## config.mk

```make
export PLATFORM = sky130hd
export DESIGN_NAME = pipeline_sequencer
export DESIGN_NICKNAME = d
export VERILOG_FILES = /design/src/rtl/pipeline_sequencer.sv
export SDC_FILE = /design/constraint.sdc
export NUM_CORES = 1
export LEC_CHECK = 0
export ABC_CLOCK_PERIOD_IN_PS = 1550
export BUFFER_PORTS_ARGS = -buffer_cell sky130_fd_sc_hd__buf_4
export CORE_MARGIN = 1
export CORE_UTILIZATION = 39
export CTS_BUF_LIST = sky130_fd_sc_hd__clkbuf_4 sky130_fd_sc_hd__clkbuf_8
export DETAILED_ROUTE_END_ITERATION = 12
export GPL_TIMING_DRIVEN = 0
export PLACE_DENSITY = 0.85
export SLEW_MARGIN = 30
export SYNTH_ARGS = -nofsm -noshare
export SYNTH_HDL_FRONTEND = slang
export SYNTH_SLANG_ARGS = --single-unit
```

## constraint.sdc

```tcl
create_clock -name clk -period 1.55 [get_ports clk]
set_input_delay 0.155 -clock clk [delete_from_list [all_inputs] [get_ports clk]]
set_output_delay 0.155 -clock clk [all_outputs]
set_load 0.02 [all_outputs]
```

## src/rtl/pipeline_sequencer.sv

```systemverilog
// pipeline_sequencer
// Central stall/flush controller for the 5-stage ARM pipeline (IF, ID, EXE,
// MEM, WB). It sits beside the ID stage and arbitrates three stall/flush
// sources: RAW data hazards, taken branches resolved in EXE, and multi-cycle
// data-memory accesses. Memory accesses are guarded by a timeout watchdog.
//
// Parameters:
//   MEM_TIMEOUT   consecutive unserved memory-request cycles before the error
//                 state is entered (legal 2..255)
//
// Ports:
//   clk, rst                 rising-edge clock, synchronous active-low reset
//   id_src1/id_src2          ID source registers (Rn, Rm or store Rd)
//   id_two_src, id_valid     id_src2 is a real operand / ID holds an instruction
//   exe_dest, exe_wb_en      EXE destination and write-back enable
//   mem_dest, mem_wb_en      MEM destination and write-back enable
//   branch_taken             EXE branch resolved taken
//   mem_req, mem_ready       MEM stage access request / access completes
//   freeze_pc, freeze_if_id  hold PC / hold IF/ID (combinational)
//   bubble_id_ex             load NOP into ID/EXE (combinational)
//   flush_if_id              load NOP into IF/ID (combinational)
//   freeze_all               hold every pipeline register (combinational)
//   mem_err                  sticky memory timeout flag (registered)
//   state                    current FSM state, for debug
//   stall_cnt, flush_cnt,
//   wait_cnt_total           saturating performance counters
//
// Build option:
//   PIPE_PERF_CNT_EN  when defined, the performance counters are built;
//                     otherwise the counter ports are tied to zero.
module pipeline_sequencer #(
  parameter int unsigned MEM_TIMEOUT = 16
) (
  input  logic        clk,
  input  logic        rst,
  input  logic [3:0]  id_src1,
  input  logic [3:0]  id_src2,
  input  logic        id_two_src,
  input  logic        id_valid,
  input  logic [3:0]  exe_dest,
  input  logic        exe_wb_en,
  input  logic [3:0]  mem_dest,
  input  logic        mem_wb_en,
  input  logic        branch_taken,
  input  logic        mem_req,
  input  logic        mem_ready,
  output logic        freeze_pc,
  output logic        freeze_if_id,
  output logic        bubble_id_ex,
  output logic        flush_if_id,
  output logic        freeze_all,
  output logic        mem_err,
  output logic [1:0]  state,
  output logic [31:0] stall_cnt,
  output logic [31:0] flush_cnt,
  output logic [31:0] wait_cnt_total
);

  typedef enum logic [1:0] {
    RUN      = 2'd0,
    MEM_WAIT = 2'd1,
    ERR      = 2'd2,
    ILLEGAL  = 2'd3
  } seqState_t;

  localparam logic [7:0] TMO_LAST = 8'(MEM_TIMEOUT - 1);

  seqState_t  state_q, state_d;
  logic [7:0] tmoCnt_q, tmoCnt_d;
  logic       memErr_q, memErr_d;
  logic       haz;
  logic       memBlock;
  logic       tmoHit;
  logic       applyRules;

  // RAW hazard detection between ID sources and the EXE/MEM producers.
  // Without forwarding, any match against a writing producer must stall.
  always_comb begin
    haz = id_valid &
          ((exe_wb_en & (id_src1 == exe_dest)) |
           (mem_wb_en & (id_src1 == mem_dest)) |
           (id_two_src & ((exe_wb_en & (id_src2 == exe_dest)) |
                          (mem_wb_en & (id_src2 == mem_dest)))));
    memBlock = mem_req & ~mem_ready;
    tmoHit   = (tmoCnt_q == TMO_LAST) & ~mem_ready;
  end

  // Next-state and Mealy control logic. The branch/hazard rules are shared
  // between a normal RUN cycle and the release cycle of MEM_WAIT, so they are
  // applied after the state decode through the applyRules flag. Reset forces
  // every combinational control low regardless of state.
  always_comb begin
    state_d      = state_q;
    tmoCnt_d     = tmoCnt_q;
    freeze_pc    = 1'b0;
    freeze_if_id = 1'b0;
    bubble_id_ex = 1'b0;
    flush_if_id  = 1'b0;
    freeze_all   = 1'b0;
    applyRules   = 1'b0;

    case (state_q)
      RUN: begin
        if (memBlock) begin
          freeze_all = 1'b1;
          tmoCnt_d   = tmoCnt_q + 8'd1;
          state_d    = tmoHit ? ERR : MEM_WAIT;
        end else begin
          tmoCnt_d   = 8'd0;
          applyRules = 1'b1;
        end
      end
      MEM_WAIT: begin
        if (!mem_req) begin
          // Requester abandoned the access: give the pipeline back.
          state_d  = RUN;
          tmoCnt_d = 8'd0;
        end else if (!mem_ready) begin
          freeze_all = 1'b1;
          tmoCnt_d   = tmoCnt_q + 8'd1;
          state_d    = tmoHit ? ERR : MEM_WAIT;
        end else begin
          state_d    = RUN;
          tmoCnt_d   = 8'd0;
          applyRules = 1'b1;
        end
      end
      ERR: begin
        freeze_all = 1'b1;
      end
      default: begin
        state_d  = RUN;
        tmoCnt_d = 8'd0;
      end
    endcase

    if (applyRules) begin
      if (branch_taken) begin
        flush_if_id  = 1'b1;
        bubble_id_ex = 1'b1;
      end else if (haz) begin
        freeze_pc    = 1'b1;
        freeze_if_id = 1'b1;
        bubble_id_ex = 1'b1;
      end
    end

    if (!rst) begin
      freeze_pc    = 1'b0;
      freeze_if_id = 1'b0;
      bubble_id_ex = 1'b0;
      flush_if_id  = 1'b0;
      freeze_all   = 1'b0;
    end

    memErr_d = memErr_q | (state_d == ERR);
  end

  // State, watchdog count and sticky error flag.
  always_ff @(posedge clk) begin
    if (!rst) begin
      state_q  <= RUN;
      tmoCnt_q <= 8'd0;
      memErr_q <= 1'b0;
    end else begin
      state_q  <= state_d;
      tmoCnt_q <= tmoCnt_d;
      memErr_q <= memErr_d;
    end
  end

  assign state   = state_q;
  assign mem_err = memErr_q;

`ifdef PIPE_PERF_CNT_EN
  logic [31:0] stallCnt_q, flushCnt_q, waitCnt_q;
  logic        waitEvent;

  assign waitEvent = freeze_all & ((state_q == RUN) | (state_q == MEM_WAIT));

  // Saturating performance counters; they stick at all-ones rather than wrap.
  always_ff @(posedge clk) begin
    if (!rst) begin
      stallCnt_q <= 32'd0;
      flushCnt_q <= 32'd0;
      waitCnt_q  <= 32'd0;
    end else begin
      if (freeze_pc && stallCnt_q != 32'hFFFF_FFFF)
        stallCnt_q <= stallCnt_q + 32'd1;
      if (flush_if_id && flushCnt_q != 32'hFFFF_FFFF)
        flushCnt_q <= flushCnt_q + 32'd1;
      if (waitEvent && waitCnt_q != 32'hFFFF_FFFF)
        waitCnt_q <= waitCnt_q + 32'd1;
    end
  end

  assign stall_cnt      = stallCnt_q;
  assign flush_cnt      = flushCnt_q;
  assign wait_cnt_total = waitCnt_q;
`else
  assign stall_cnt      = 32'h0;
  assign flush_cnt      = 32'h0;
  assign wait_cnt_total = 32'h0;
`endif

endmodule

```

# Word level (Yosys, flattened, before mapping)
# Cells that the tools add are included.
# totals
register_bits	11
latchBits	0
mem_bits_rw	0
rom_bits	0
out_inout_bits	104
word_cells	54
memories	0
# op_classes
addsub	1
multipliers	0
n_div	0
order_cmp	0
n_eq_ne	8
n_shift	0
n_mux	28
n_bitwise	13
n_reduce_logical	1
# ops
cell	count
$mux 8	3
$pmux 8 s3	1
$mux 1	17
$eq 4x4->1	4
$add 8x1->8 const B	1
$and 1x1->1	8
$eq 8x4->1 const B	1
$mux 2	4
$pmux 2 s3	1
$eq 2x2->1 const B	2
$or 1x1->1	4
$pmux 1 s3	1
$eq 2x1->1 const B	1
$logic_not 2->1	1
$pmux 1 s2	1
$not 1->1	1

# Logic depth before layout (Yosys ltp)
# depth
depth_word	10
mapped_depth	7

# Worst setup path after synthesis
# Ideal clock, no wire load.
# synth_timing
path_type	register to output
startpoint	reg state_q[0], in the netlist state[0]
endpoint	out freeze_pc
arrival_time_ns	1.354
required_ns	1.395
setup_slack_ns	0.041
path_stages_with_launch	8
path_buffers	1
cell_sequence	dfxtp_1 nor2_1 a21oi_1 nor3_1 nand2_1 a31o_2 nor2_2 buf_4
# synth_between
elab_chain_len	4
# synth_lines
item	line	text
start, declared	68	seqState_t state_q, state_d;
start signal, assigned	166	state_q <= state_d;
$eq 2x1->1 or $logic_not 2->1 (tied branches)	102	case (state_q)
$pmux 1 s2 *	102	
$mux 1 * (2 in a row)	n/a	
end, declared	47	output logic freeze_pc,
# Every way passes the cells marked *; elsewhere a longest branch is shown, timed or not.

# Worst setup path in the final report
# layout_timing
startpoint	reg state_q[0], in the netlist state[0]
endpoint	out freeze_if_id
# layout_between
elab_chain_len	4
# layout_lines
item	line	text
$eq 2x1->1 or $logic_not 2->1 (tied branches)	102	
$pmux 1 s2 *	102	
$mux 1 *	137	if (applyRules) begin
$mux 1 *	148	if (!rst) begin
end, declared	48	output logic freeze_if_id,
# Marked as above.

==> reports/summary.txt <==
worst vdd ir - 0.232 mV
final antenna-violating net count - 0
pwr dens - 521 nW/um2
reg2reg start - tmoCnt_q[0]
GRT Util Overall - 0.148
# H-tree levels - 1
critical path startpoint category - flop
placed cell count - 368
synth unique cells - 35
gpl congestion - 0.796
Worst-path clk slew - 50 ps
TritonCTS sink count - 11
R2R Setup Slk - 120 ps
filler-free cell count of the finished design - 375
Final Max Slew Viols - 0
synthesized area - 1470 um2
Seq cells post-synth - 11
Setup WS pre-CTS - -42.8 ps
Worst Hold Launch - rst
r2r worst-path depth - 6
Initial Util - 0.423
final worst-path cycle share - 1.02
drt total wl - 3070 um
CP Max Fanout - 2
worst setup margin - -30.9 ps
fraction of registers with async set/reset - 0
Hold WC Path Type - in2reg
number of diodes - 0
hold path depth - 2
Max-Cap Viols - 0
TritonRoute pass-1 iters - 6
Final Instance Area - 2220 um2
IO buf count - 32
largest net degree at the start of global routing - 11
drt wl/cell - 8.18 um
DRC viols - 0
CTS Buf Count - 3
CTS Hold Buffers Added - 0
Rows - 21
achievable frequency - 633 MHz
Longest Clk Path Bufs - 2
setup repair after global routing missed its margin - yes
number of fill cells - 328
Avg Cell Area, Syn - 7.52 um2
layout cells sized above 1 - 0.450
I/O pin cnt - 129
CP required - 1390 ps
global-route wire length before repair - 4750 um
Detailed Route Iter0 Violations - 38
DP HPWL - 2630 um
Die Ht - 63.3 um
Vias - 1388
CP Data Arrival Time - 1430 ps
Synth Flop Type - dfxtp_1
YS warnings - 0
crit path from - state[0]
Lkg Pwr - 1.35 nW
Area Growth Syn to Fin - 51.4%
Period minus WS final - 1580 ps
Clk Latency, worst-skew pair - 240 ps
Die Area - 4010 um2
Mapped Cells - 195
vias in the first global route - 1154
sequential-to-total area share from yosys stat - 0.150
r2r endpoint - tmoCnt_q[6]
clk_skew - 0.490 ps
CTS tree - yes
final net count - 356
Final setup viols - 2
die width - 63.3 um
Post-Place Cell Area - 2120 um2
number of enable flip-flop cells after synthesis - 0
endpoints failing hold - 0
drt via density - 3.70
violated checks - setup timing
clk root buf - clkbuf_8
crit end category - output pin
worst setup path endpoint - freeze_if_id
status - finished with violations
initial antenna violation count - 0
Setup Crit Path Kind - reg2out
Core Area - 3470 um2
hold slack - 126 ps
global route total overflow - 0
==> cells by family after synthesis <==
logic type               after synthesis  synth area share
AND/OR/NAND/NOR                       42             0.152
AO/OA/AOI/OAI                         23            0.0939
flip-flops                            11             0.150
adder cells (fa/ha/maj)                1           0.00853
XOR/XNOR                              13            0.0776
other                                  1           0.00256
buffers and inverters                104             0.515
==> final cells by class <==
type	count	area [um2]	share of cell area
multi-input combinational	175	862	0.388
buffer	100	744	0.335
timing repair buffer	35	270	0.122
sequential	11	221	0.0998
tap	46	57.6	0.0259
clock buffer	4	48.8	0.0220
inverter	4	15.0	0.00676
==> state kept, by name, summed over array words and instances (netlist names) <==
name and flops:
mem_err 1, tmoCnt_q 8, state 2
==> metrics by stage <==
step                setup TNS [ps]   util  total power [mW]
finish                       -60.6  0.640              1.16
CTS                           -186  0.635              1.14
detailed placement           -42.8  0.611             0.829
global route                  -378  0.640              1.22
floorplan                        0      -             0.748
global placement                 0  0.611             0.826
==> report_power, final <==
| group | switching [mW] | leakage (nW) | total (mW) | internal, mW |
|---|---|---|---|---|
| Sequential | 0.00189 | 0.0893 | 0.288 | 0.286 |
| Clock | 0.112 | 0.0262 | 0.311 | 0.198 |
| Combinational | 0.312 | 1.23 | 0.558 | 0.246 |
==> cell usage in the layout, fill, tap and decap left out, types with 2 or more instances in the layout <==
| cell type | Yosys | routed |
|---|---|---|
| xnor2_1 | 3 | 3 |
| dfxtp_1 | 11 | 10 |
| clkbuf_8 | 0 | 3 |
| nor2_1 | 14 | 13 |
| and3_2 | 1 | 2 |
| nand3b_1 | 3 | 3 |
| o21ai_0 | 6 | 6 |
| buf_4 | 97 | 130 |
| nand2_1 | 4 | 4 |
| nor2_2 | 1 | 2 |
| and2_1 | 2 | 2 |
| buf_6 | 0 | 2 |
| a21oi_1 | 8 | 8 |
| a31oi_1 | 2 | 2 |
| inv_1 | 4 | 4 |
| nand3_1 | 2 | 2 |
| clkbuf_4 | 0 | 2 |
| a21o_1 | 2 | 2 |
| conb_1 | 1 | 96 |
| xor2_1 | 10 | 10 |
| nor3_1 | 5 | 4 |
==> cells in the mapped netlist (all sizes together) (2+ instances only) <==
library cell | number | area share
and2 | 3 | 0.013
xor2 | 10 | 0.060
xnor2 | 3 | 0.018
a21o | 2 | 0.010
nor2 | 15 | 0.040
nand3 | 3 | 0.014
nand2 | 4 | 0.010
nor4 | 2 | 0.0085
a31oi | 2 | 0.0085
a21oi | 8 | 0.027
clkbuf | 3 | 0.0085
nand3b | 3 | 0.015
buf | 97 | 0.50
o21ai | 6 | 0.020
dfxtp | 11 | 0.15
inv | 4 | 0.010
and3 | 3 | 0.017
nor3 | 5 | 0.017
==> worst min-delay path by stage <==
| stage | endpoint | slack, ps |
|---|---|---|
| floorplan | mem_err | 270 |
| global placement | mem_err | 370 |
| detailed placement | mem_err | 370 |
| CTS | mem_err | 130 |
| global route | mem_err | 130 |
| finish | mem_err | 130 |
==> per-layer routing <==
layer,global-route usage,vias up,part of all wire
met3,0.0525,14,0.11
li1,-,712,-
met5,0,-,0
met1,0.136,578,0.32
met2,0.281,84,0.54
met4,0.0767,0,0.031
==> worst max-delay path, stage by stage (launching register included) <==
cell and delay [ps]:
dfxtp_2 320, nor2_2 80, a21oi_1 50, nor3_2 130, nand2_1 70, a31o_2 230
nor2_2 90, buf_4 110, buf_6 100
==> what timing repair did <==
action / in CTS / in global routing
endpoints found under the setup margin: 3 / 5
resized for setup: 4 / 6
buffers inserted: 3 / 0
pin swaps: 0 / 0
No activity file was read; power rests on OpenSTA's default activity.
